**config.mk**
```make
export PLATFORM = sky130hd
export DESIGN_NAME = mmio_ctrl
export DESIGN_NICKNAME = d
export VERILOG_FILES = /design/src/rtl/mmio_pkg.sv /design/src/rtl/io_counter.sv /design/src/rtl/mmio_ctrl.sv
export SDC_FILE = /design/constraint.sdc
export NUM_CORES = 1
export LEC_CHECK = 0
export ABC_AREA = 1
export CORE_ASPECT_RATIO = 1.25
export CORE_MARGIN = 2
export CORE_UTILIZATION = 52
export DETAILED_ROUTE_END_ITERATION = 8
export PLACE_DENSITY = 0.93
export SETUP_SLACK_MARGIN = 0.02
export SLEW_MARGIN = 5
export SYNTH_ARGS = -nofsm -noshare
export SYNTH_HDL_FRONTEND = slang
export SYNTH_SLANG_ARGS = --single-unit
```
**constraint.sdc**
```tcl
create_clock -name clk -period 1.68 [get_ports clk]
set_clock_uncertainty 0.05 [all_clocks]
set_input_delay 0.336 -clock clk [delete_from_list [all_inputs] [get_ports clk]]
set_output_delay 0.336 -clock clk [all_outputs]
set_load 0.005 [all_outputs]
```
**src/rtl/mmio_pkg.sv**
```systemverilog
// Shared constants for the memory-stage MMIO controller: I/O region select,
// register offsets and the TX holding-register state encoding.
package mmio_pkg;

  localparam logic [3:0] IO_NIBBLE = 4'b1000;

  localparam logic [7:0] UART_CTRL = 8'h00;
  localparam logic [7:0] UART_RX   = 8'h04;
  localparam logic [7:0] UART_TX   = 8'h08;
  localparam logic [7:0] CYC_CNT   = 8'h10;
  localparam logic [7:0] INST_CNT  = 8'h14;
  localparam logic [7:0] CNT_RST   = 8'h18;

  typedef enum logic {
    TX_IDLE = 1'b0,
    TX_PEND = 1'b1
  } tx_state_t;

endpackage

```
**src/rtl/io_counter.sv**
```systemverilog
// 32-bit wrapping counter with increment enable and synchronous clear;
// clear takes priority over increment.
module io_counter (
  input  logic        clk,
  input  logic        rst_n,
  input  logic        inc,
  input  logic        clr,
  output logic [31:0] count
);

  always_ff @(posedge clk or negedge rst_n) begin
    if (!rst_n) begin
      count <= '0;
    end else if (clr) begin
      count <= '0;
    end else if (inc) begin
      count <= count + 32'd1;
    end
  end

endmodule

```
**src/rtl/mmio_ctrl.sv**
```systemverilog
// Memory-mapped I/O controller: UART status/data/TX registers and the
// cycle/instruction performance counters, with one-cycle registered load data.
module mmio_ctrl
  import mmio_pkg::*;
#(
  parameter int         WIDTH     = 32,
  parameter logic [3:0] IO_NIBBLE = mmio_pkg::IO_NIBBLE
) (
  input  logic             clk,
  input  logic             rst_n,
  input  logic [WIDTH-1:0] addr,
  input  logic             mem_write,
  input  logic             mem_read,
  input  logic [WIDTH-1:0] wdata,
  input  logic             instr_retire,
  output logic [WIDTH-1:0] io_rdata,
  output logic [7:0]       tx_data,
  output logic             tx_valid,
  input  logic             tx_ready,
  input  logic [7:0]       rx_data,
  input  logic             rx_valid,
  output logic             rx_ready
);

  logic             sel;
  logic [7:0]       offset;
  logic             rd_en;
  logic             wr_en;
  logic             cnt_clr;
  logic             tx_load;
  logic [31:0]      cyc_count;
  logic [31:0]      inst_count;
  logic [WIDTH-1:0] rd_mux;
  tx_state_t        state_q;
  tx_state_t        state_d;

  assign sel     = (addr[WIDTH-1 -: 4] == IO_NIBBLE);
  assign offset  = addr[7:0];
  assign rd_en   = sel & mem_read;
  assign wr_en   = sel & mem_write;
  assign cnt_clr = wr_en & (offset == CNT_RST);

  assign rx_ready = rd_en & (offset == UART_RX) & rx_valid;

  io_counter u_cyc_cnt (
    .clk   (clk),
    .rst_n (rst_n),
    .inc   (1'b1),
    .clr   (cnt_clr),
    .count (cyc_count)
  );

  io_counter u_inst_cnt (
    .clk   (clk),
    .rst_n (rst_n),
    .inc   (instr_retire),
    .clr   (cnt_clr),
    .count (inst_count)
  );

  // TX holding register: stores landing while a byte is pending are dropped.
  always_ff @(posedge clk or negedge rst_n) begin
    if (!rst_n) begin
      state_q <= TX_IDLE;
    end else begin
      state_q <= state_d;
    end
  end

  always_comb begin
    state_d  = state_q;
    tx_valid = 1'b0;
    tx_load  = 1'b0;
    case (state_q)
      TX_IDLE: begin
        if (wr_en && (offset == UART_TX)) begin
          tx_load = 1'b1;
          state_d = TX_PEND;
        end
      end
      TX_PEND: begin
        tx_valid = 1'b1;
        if (tx_ready) begin
          state_d = TX_IDLE;
        end
      end
      default: state_d = TX_IDLE;
    endcase
  end

  always_ff @(posedge clk or negedge rst_n) begin
    if (!rst_n) begin
      tx_data <= '0;
    end else if (tx_load) begin
      tx_data <= wdata[7:0];
    end
  end

  always_comb begin
    rd_mux = '0;
    case (offset)
      UART_CTRL: rd_mux[1:0]  = {rx_valid, ~tx_valid};
      UART_RX:   rd_mux[7:0]  = rx_data;
      CYC_CNT:   rd_mux[31:0] = cyc_count;
      INST_CNT:  rd_mux[31:0] = inst_count;
      default:   rd_mux       = '0;
    endcase
  end

  always_ff @(posedge clk or negedge rst_n) begin
    if (!rst_n) begin
      io_rdata <= '0;
    end else if (rd_en) begin
      io_rdata <= rd_mux;
    end
  end

endmodule

```
# Yosys cells after proc, flatten, opt, wreduce, memory -nomap -nowiden
# Cells that the tools add are included.
[totals] output_inout_bits=42 reg_bits=105 word_cells=34
[classes] n_addsub=2 n_eq_ne=6 n_mux=11 n_bitwise=7 reduce_logical=3
[ops] cell="2-to-1 mux 32 bit" n=3
[ops] cell="adder 32 x 1 -> 32 bit, second input constant" n=2
[ops] cell="case mux 24 bit (2 select lines)" n=1
[ops] cell="== test 8 x 5 -> 1 bit, second input constant" n=3
[ops] cell="case mux 6 bit (3 select lines)" n=1
[ops] cell="== test 8 x 3 -> 1 bit, second input constant" n=1
[ops] cell="== test 8 x 4 -> 1 bit, second input constant" n=1
[ops] cell="logical NOT 8 bit" n=1
[ops] cell="case mux 2 bit (4 select lines)" n=1
[ops] cell="bitwise AND 1 bit" n=5
[ops] cell="== test 4 bit, second input constant" n=1
[ops] cell="2-to-1 mux 1 bit" n=4
[ops] cell="inverter 1 bit" n=2
[ops] cell="case mux 1 bit (2 select lines)" n=1
[ops] cell="nonzero test 2 bit" n=1
[ops] cell="logical AND 1 bit" n=1

# Depth between registers and ports, before layout
[depth] ltp_word=5 ltp_mapped=10 mapped_depth_nobuf=10

# By module
# From an unflattened synthesis, not the netlist that was laid out.
[unflattened] hier_cells=870 area_unflattened_um2=6070.8
[by_module_without_submodules] mod="io_counter" instances=2 area_each_um2=1889.3 seq_area_each_um2=800.8 cells_each=273
[by_module_without_submodules] mod="mmio_ctrl" instances=1 area_each_um2=2292.2 seq_area_each_um2=1026.0 cells_each=324

# Worst setup path after synthesis
# No wires, ideal clock.
[synth_timing] path_kind="register -> register" start="reg u_inst_cnt.count[1]" end="reg u_inst_cnt.count[20]" setup_ns=0.117 arrival_time_ns=1.276 setup_slack_ns=0.237 path_stages_with_launch=11 synth_period_minus_slack_ns=1.443 path_cell_list="dfrtp_1 ha_1 nand2_2 nor2_1 nand2_1 inv_2 nand3_1 nor2_1 nand2_1 nand2_1 nor2_1"
[synth_between] elab_chain_cells=3
[synth_lines] item="from (decl)" line_no="io_counter.sv:8" text="output logic [31:0] count"
[synth_lines] item="from (signal assigned)" line_no="io_counter.sv:17" text="count <= count + 32'd1;"
[synth_lines] item="adder 32 x 1 -> 32 bit" line_no="io_counter.sv:17"
[synth_lines] item="2-to-1 mux 32 bit" line_no="io_counter.sv:16" text="end else if (inc) begin"
[synth_lines] item="2-to-1 mux 32 bit" line_no="io_counter.sv:14" text="end else if (clr) begin"
# Every way passes these cells. The select of a mux whose other input is x is not followed.
# A chain may end at the register's enable or synchronous reset.

# Worst setup path in the final report
[layout_timing] start="in addr[6]" end="reg io_rdata[12]"
[layout_between] elab_chain_cells=2
[layout_lines] item="from (decl)" line_no="mmio_ctrl.sv:11" text="input logic [WIDTH-1:0] addr,"
[layout_lines] item="== test 8 x 5 -> 1 bit" line_no="mmio_ctrl.sv:101" text="case (offset)"
[layout_lines] item="case mux 24 bit (2 select lines) *" line_no="mmio_ctrl.sv:101"
[layout_lines] item="to (signal assigned)" line_no="mmio_ctrl.sv:114" text="io_rdata <= rd_mux;"
[layout_lines] item="to (decl)" line_no="mmio_ctrl.sv:16" text="output logic [WIDTH-1:0] io_rdata,"
# Mark *: on every way between the ends. The rest lies on a longest branch, timed or not.

==> impl_metrics.csv <==
group,metric,value,unit
power,seqPwrFrac,46.5,%
setup_path,path_class,"input pin to register",
floorplan,core-area,10980,µm²
routing,wirelength,18250,µm
clocking,numCtsBuffers,9,
setup_path,endpoint_kind,"register",
power,power_switching_share,31.94,%
timing,timing.final.crit_share,102.3,%
floorplan,die_y,122.0,µm
floorplan,start_util,52.76,%
worst_hold_path,hold_path.class,"input pin to asynchronous set/reset pin",
clocking,cts_sinks,105,
routing,via_per_inst,5.846,
power,pwr-share-clk,32.1,%
routing,drtIter0Drc,770,
logic_synthesis,yosysUniqueCellTypes,33,
clocking,htreeDepth,3,
grt,grt_first_pass_wirelength,28920,µm
clocking,cts_max_path_buffers,2,
flow_run,cap_viol_max_count,0,
timing,setup_viol,1,
logic_synthesis,synth_seq_cells,105,
logic_synthesis,synth_top_family_by_area,"simple AND/OR/NAND/NOR gates",
timing,relSlewSlack,74.48,%
routing,ant_nets,0,
layout,final_cell_count_no_fill,1082,
timing,rsz0062_at_grt,"true",
setup_path,critPathMaxFanout,15,
power,p_sw,0.002131,W
setup_path,required,1850,ps
grt,grt_pass1_vias,6256,
setup_path,arrival,1890,ps
clocking,cts_root_buffer,"clkbuf_16",
place,dp_hpwl,13030,µm
logic_synthesis,synth_compound_area_share,9.896,%
timing,period_minus_slack,1719,ps
outcome,status,"finished with violations",
logic_synthesis,synthesis.instances,808,
layout,layout-drive-gt1-share,14.68,%
power,p_comb_share,21.4,%
logic_synthesis,synthSimpleGateAreaFrac,36.24,%
place,port_buffers,76,
outcome,violations,"setup timing",
routing,drc,0,
floorplan,row_count,43,
logic_synthesis,syn_nets,889,
layout,num-fill-cells,782,
place,place_congestion,0.9685,
layout,final-seq-area,2630,µm²
floorplan,boundaryPins,121,
setup_path,cp-start-kind,"input pin",
clocking,cts_tree,"built",
power,p_int,0.004541,W
timing,slew_violations,0,
logic_synthesis,syn_area,5791,µm²
power,vdd_drop_max,0.0006450,V
timing,fin_ws,-38.52,ps
layout,final_cell_mix,"263 x nand2_1, 114 x nor2_1, 103 x dfrtp_1",
layout,fin_nets,1023,
routing,first_pass_iters,6,
logic_synthesis,ys_warn_count,0,
place,placedCellCount,1055,
routing,vias,6325,
logic_synthesis,synthAdderAreaFrac,0.4322,%
routing,wire_per_inst,16.87,µm
grt,overflow,0,
layout,mostFrequentLayoutCell,"nand2_1",
grt,antenna_found_initial,0,
layout,multi_input_area,2846,µm²
place,dp_worst_setup_slack,-487.9,ps
clocking,clk_pin_slew,70,ps
floorplan,die_width,98.39,µm
timing,hold_viol,0,
logic_synthesis,synth_xor_area_share,0.7563,%
logic_synthesis,seq_area_frac_synth,45.38,%
power,leakage,3.780,nW
logic_synthesis,avgSynthCellArea,7.167,µm²
grt,grt_max_degree,33,
layout,syn_to_final_growth,31.11,%
layout,antenna_cells,0,
timing,timing.hold.ws,332.5,ps
layout,final_util,69.17,%
timing,worst_slew_pin_slew,381.3,ps
floorplan,dieArea,12000,µm²
logic_synthesis,synth.area.mux_share,0,%
power,powerDensity,878.8,nW/µm²
timing,clock.fmax,0.5819,GHz
grt,grt_use_total,29.93,%
clocking,clkLatencyLatePin,350,ps
[final cells by class]
type                       count  area share (%)
clock buffer                   9           2.966
clock inverter                 7          0.9229
timing repair buffer         140           17.47
tap                          135           2.225
inverter                      86           4.285
multi-input combinational    600           37.49
sequential                   105           34.64
[power by group through the flow]
stage / combinational [W] / clock, W / sequential (W)
floorplan: 0.000706 / 0 / 0.00307
global placement: 0.00124 / 0 / 0.00311
detailed placement: 0.00130 / 0 / 0.00312
CTS: 0.00131 / 0.00212 / 0.00308
global route: 0.00159 / 0.00224 / 0.00314
finish: 0.00143 / 0.00214 / 0.00310
[Yosys cell counts, drive strengths merged]
library cell | instances | area [µm²]
buf | 12 | 80.07
a31oi | 3 | 18.77
xor2 | 4 | 35.03
a2bb2oi | 9 | 78.83
dfrtp | 105 | 2628
nand3 | 50 | 265.3
inv | 86 | 322.8
nand4 | 7 | 43.79
nand3b | 1 | 7.510
xnor2 | 1 | 8.760
and3 | 2 | 12.51
nor2 | 141 | 599.3
clkbuf | 5 | 20.01
nor3 | 21 | 126.4
o211ai | 4 | 30.03
a21oi | 40 | 200.2
ha | 2 | 25.02
o21ai | 28 | 151.4
nand2 | 272 | 1044
o22ai | 15 | 93.84
[cell families (layout without fill, tap and decap cells)]
group / count (synthesis) / count (layout)
XOR/XNOR: 5 / 5
flip-flops: 105 / 105
AO/OA/AOI/OAI: 99 / 99
AND/OR/NAND/NOR: 494 / 494
adder cells (fa/ha/maj): 2 / 2
buffers and inverters: 103 / 242
[registers in the layout (all words and copies together), names as in the netlist]
register,cells
state_q,1
tx_data,8
u_cyc_cnt.count,32
io_rdata,32
u_inst_cnt.count,32
[layer usage]
| metal | global-route usage (%) | wire length [µm] |
|---|---|---|
| met1 | 34.96 | 6401 |
| met2 | 52.00 | 8964 |
| met3 | 4.762 | 1693 |
| met4 | 17.55 | 1193 |
| met5 | 0 | 0 |
[worst max-delay path, cell delays in order]
cell,delay [ps]
dlygate4sd2_1,240
nor2_2,110
buf_4,110
buf_4,100
nand3_2,130
nor2_4,150
buf_4,240
a21oi_1,130
a2bb2oi_1,340
[metrics by stage]
stage	TNS (ps)	area, µm²	total power, W
floorplan	0	5791	0.003773
CTS	-12.91	7436	0.006515
global route	-301.4	7592	0.006968
detailed placement	-31090	7091	0.004415
global placement	-25260	7091	0.004348
finish	-38.52	7592	0.006672
[timing repair]
item | 4_1_cts | 5_1_grt
hold endpoints to repair | 9 | 0
buffers inserted | 6 | 4
resized for setup | 22 | 35
hold buffers | 1 | 0
pin swaps | 7 | 5
setup endpoints to repair | 26 | 74
[path summary, 6_finish.rpt]
check / startpoint / end / slack, ps / depth (start not counted)
worst max-delay path: addr[6] / io_rdata[12]$_DFFE_PN0P_ / -40 / 9
worst min-delay path: rst_n / io_rdata[5]$_DFFE_PN0P_ / 330 / 2
worst max register to register: u_cyc_cnt.count[1]$_DFF_PN0_ / u_cyc_cnt.count[22]$_DFF_PN0_ / 90 / 9
worst min register to register: io_rdata[30]$_DFFE_PN0P_ / io_rdata[30]$_DFFE_PN0P_ / 430 / 2
max in group asynchronous: rst_n / u_inst_cnt.count[26]$_DFFE_PN0P_ / 670 / 3
min in group clk: io_rdata[30]$_DFFE_PN0P_ / io_rdata[30]$_DFFE_PN0P_ / 430 / 2
(Power assumes the default switching activity.)
==> RTL change (same flow settings) <==
`WIDTH`: 32 -> 64.
--- a/src/rtl/mmio_ctrl.sv
+++ b/src/rtl/mmio_ctrl.sv
@@ -5,3 +5,3 @@
 #(
-  parameter int         WIDTH     = 32,
+  parameter int         WIDTH     = 64,
   parameter logic [3:0] IO_NIBBLE = mmio_pkg::IO_NIBBLE
Ports: changed (resized addr, io_rdata and wdata); port bits go from 121 to 217. The function was not compared with the original's and may differ.
==> RTL change against the original RTL <==
The flow still finishes with violations (setup timing). Sequential cell count unchanged. Power increased by 8.3%. Setup slack improved by 0.037 ns. Synthesized area increased by 4.4%. Routed wire length decreased by 4.4%. Global-route usage decreased by 2.1 points. Worst hold slack improved by 0.034 ns. Cell area increased by 2.0%.
==> RTL change: results (changes against the original RTL) <==
status=finished, violations left; failing checks=setup timing; DP Area=7210 um^2 (+1.7%); share of layout cells above drive strength 1=13.5% (-1.1 points); Inverters excl. clock=84 (-2.3%); top cells by area, synth=dfrtp_1 (43%), nand2_1 (17%), nor2_1 (8.8%); Metal-1 WL=6780 um (+5.9%); Post-Syn Area per Cell=7.10 um^2 (-0.91%); Peak VDD IR=677 uV (+5.0%); count of final setup violators=1 (unchanged); met3 wire len=1530 um (-9.4%); placed insts=1098 (+4.1%); Combinational Power=1.75 mW (+22%); WHS=0.367 ns (+0.0343 ns); Synth cell types=34 (+3.0%); Placer Congestion=1.01 (+4.0%); bufs w/o clock=141 (+0.71%); pre-CTS WS=-0.509 ns (-0.0210 ns); largest net degree at the start of global routing=44 (+33%); Setup TNS=-0.00143 ns (+0.0371 ns); metal2 WL=8490 um (-5.3%); top cells by count, synth=nand2_1 (273), nor2_1 (142), dfrtp_1 (105); 1st-iter DRT viols=577 (-25%); number of nets in the layout=1130 (+10%); Multi-In Gates=644 (+7.3%); Total Power=7.22 mW (+8.3%); met1 Use GR=35.2% (+0.26 points); crit path DAT=1.30 ns (-0.59 ns); Total GRT Usage=27.9% (-2.1 points); Vias/cell=5.54 (-5.2%); Max stage delay on crit path=0.53 ns (+0.19 ns); buffer share of cell area=17.0% (-0.42 points); Pleak=4.01 nW (+6.1%); worst setup margin=-0.00143 ns (+0.0371 ns); First-pass DRT Iterations=7 (+1); Layout Utilization=67.6% (-1.6 points); Seq/Total Area, Yosys=43.5% (-1.9 points); Fill cells=859 (+9.8%)
-- RTL change: changes by cell type after synthesis, sizes merged, moves of 2 or more --
cell and delta:
nor2 +13, nand2 +5, xnor2 +2, o22ai -4, a2bb2oi +4, buf +32, nand3 +3, o211ai -3
nor3 -3, inv -2, o21ai -7
-- RTL change: worst paths after layout --
| kind | start | endpoint |
|---|---|---|
| worst max-delay path | io_rdata[12]$_DFFE_PN0P_ | io_rdata[12] |
| worst min-delay path | rst_n | u_inst_cnt.count[5]$_DFFE_PN0P_ |
| worst max register to register | u_inst_cnt.count[0]$_DFFE_PN0P_ | u_inst_cnt.count[18]$_DFFE_PN0P_ |
| worst min register to register | tx_data[2]$_DFFE_PN0P_ | tx_data[2]$_DFFE_PN0P_ |
| max in group asynchronous | rst_n | tx_data[7]$_DFFE_PN0P_ |
| min in group clk | tx_data[2]$_DFFE_PN0P_ | tx_data[2]$_DFFE_PN0P_ |
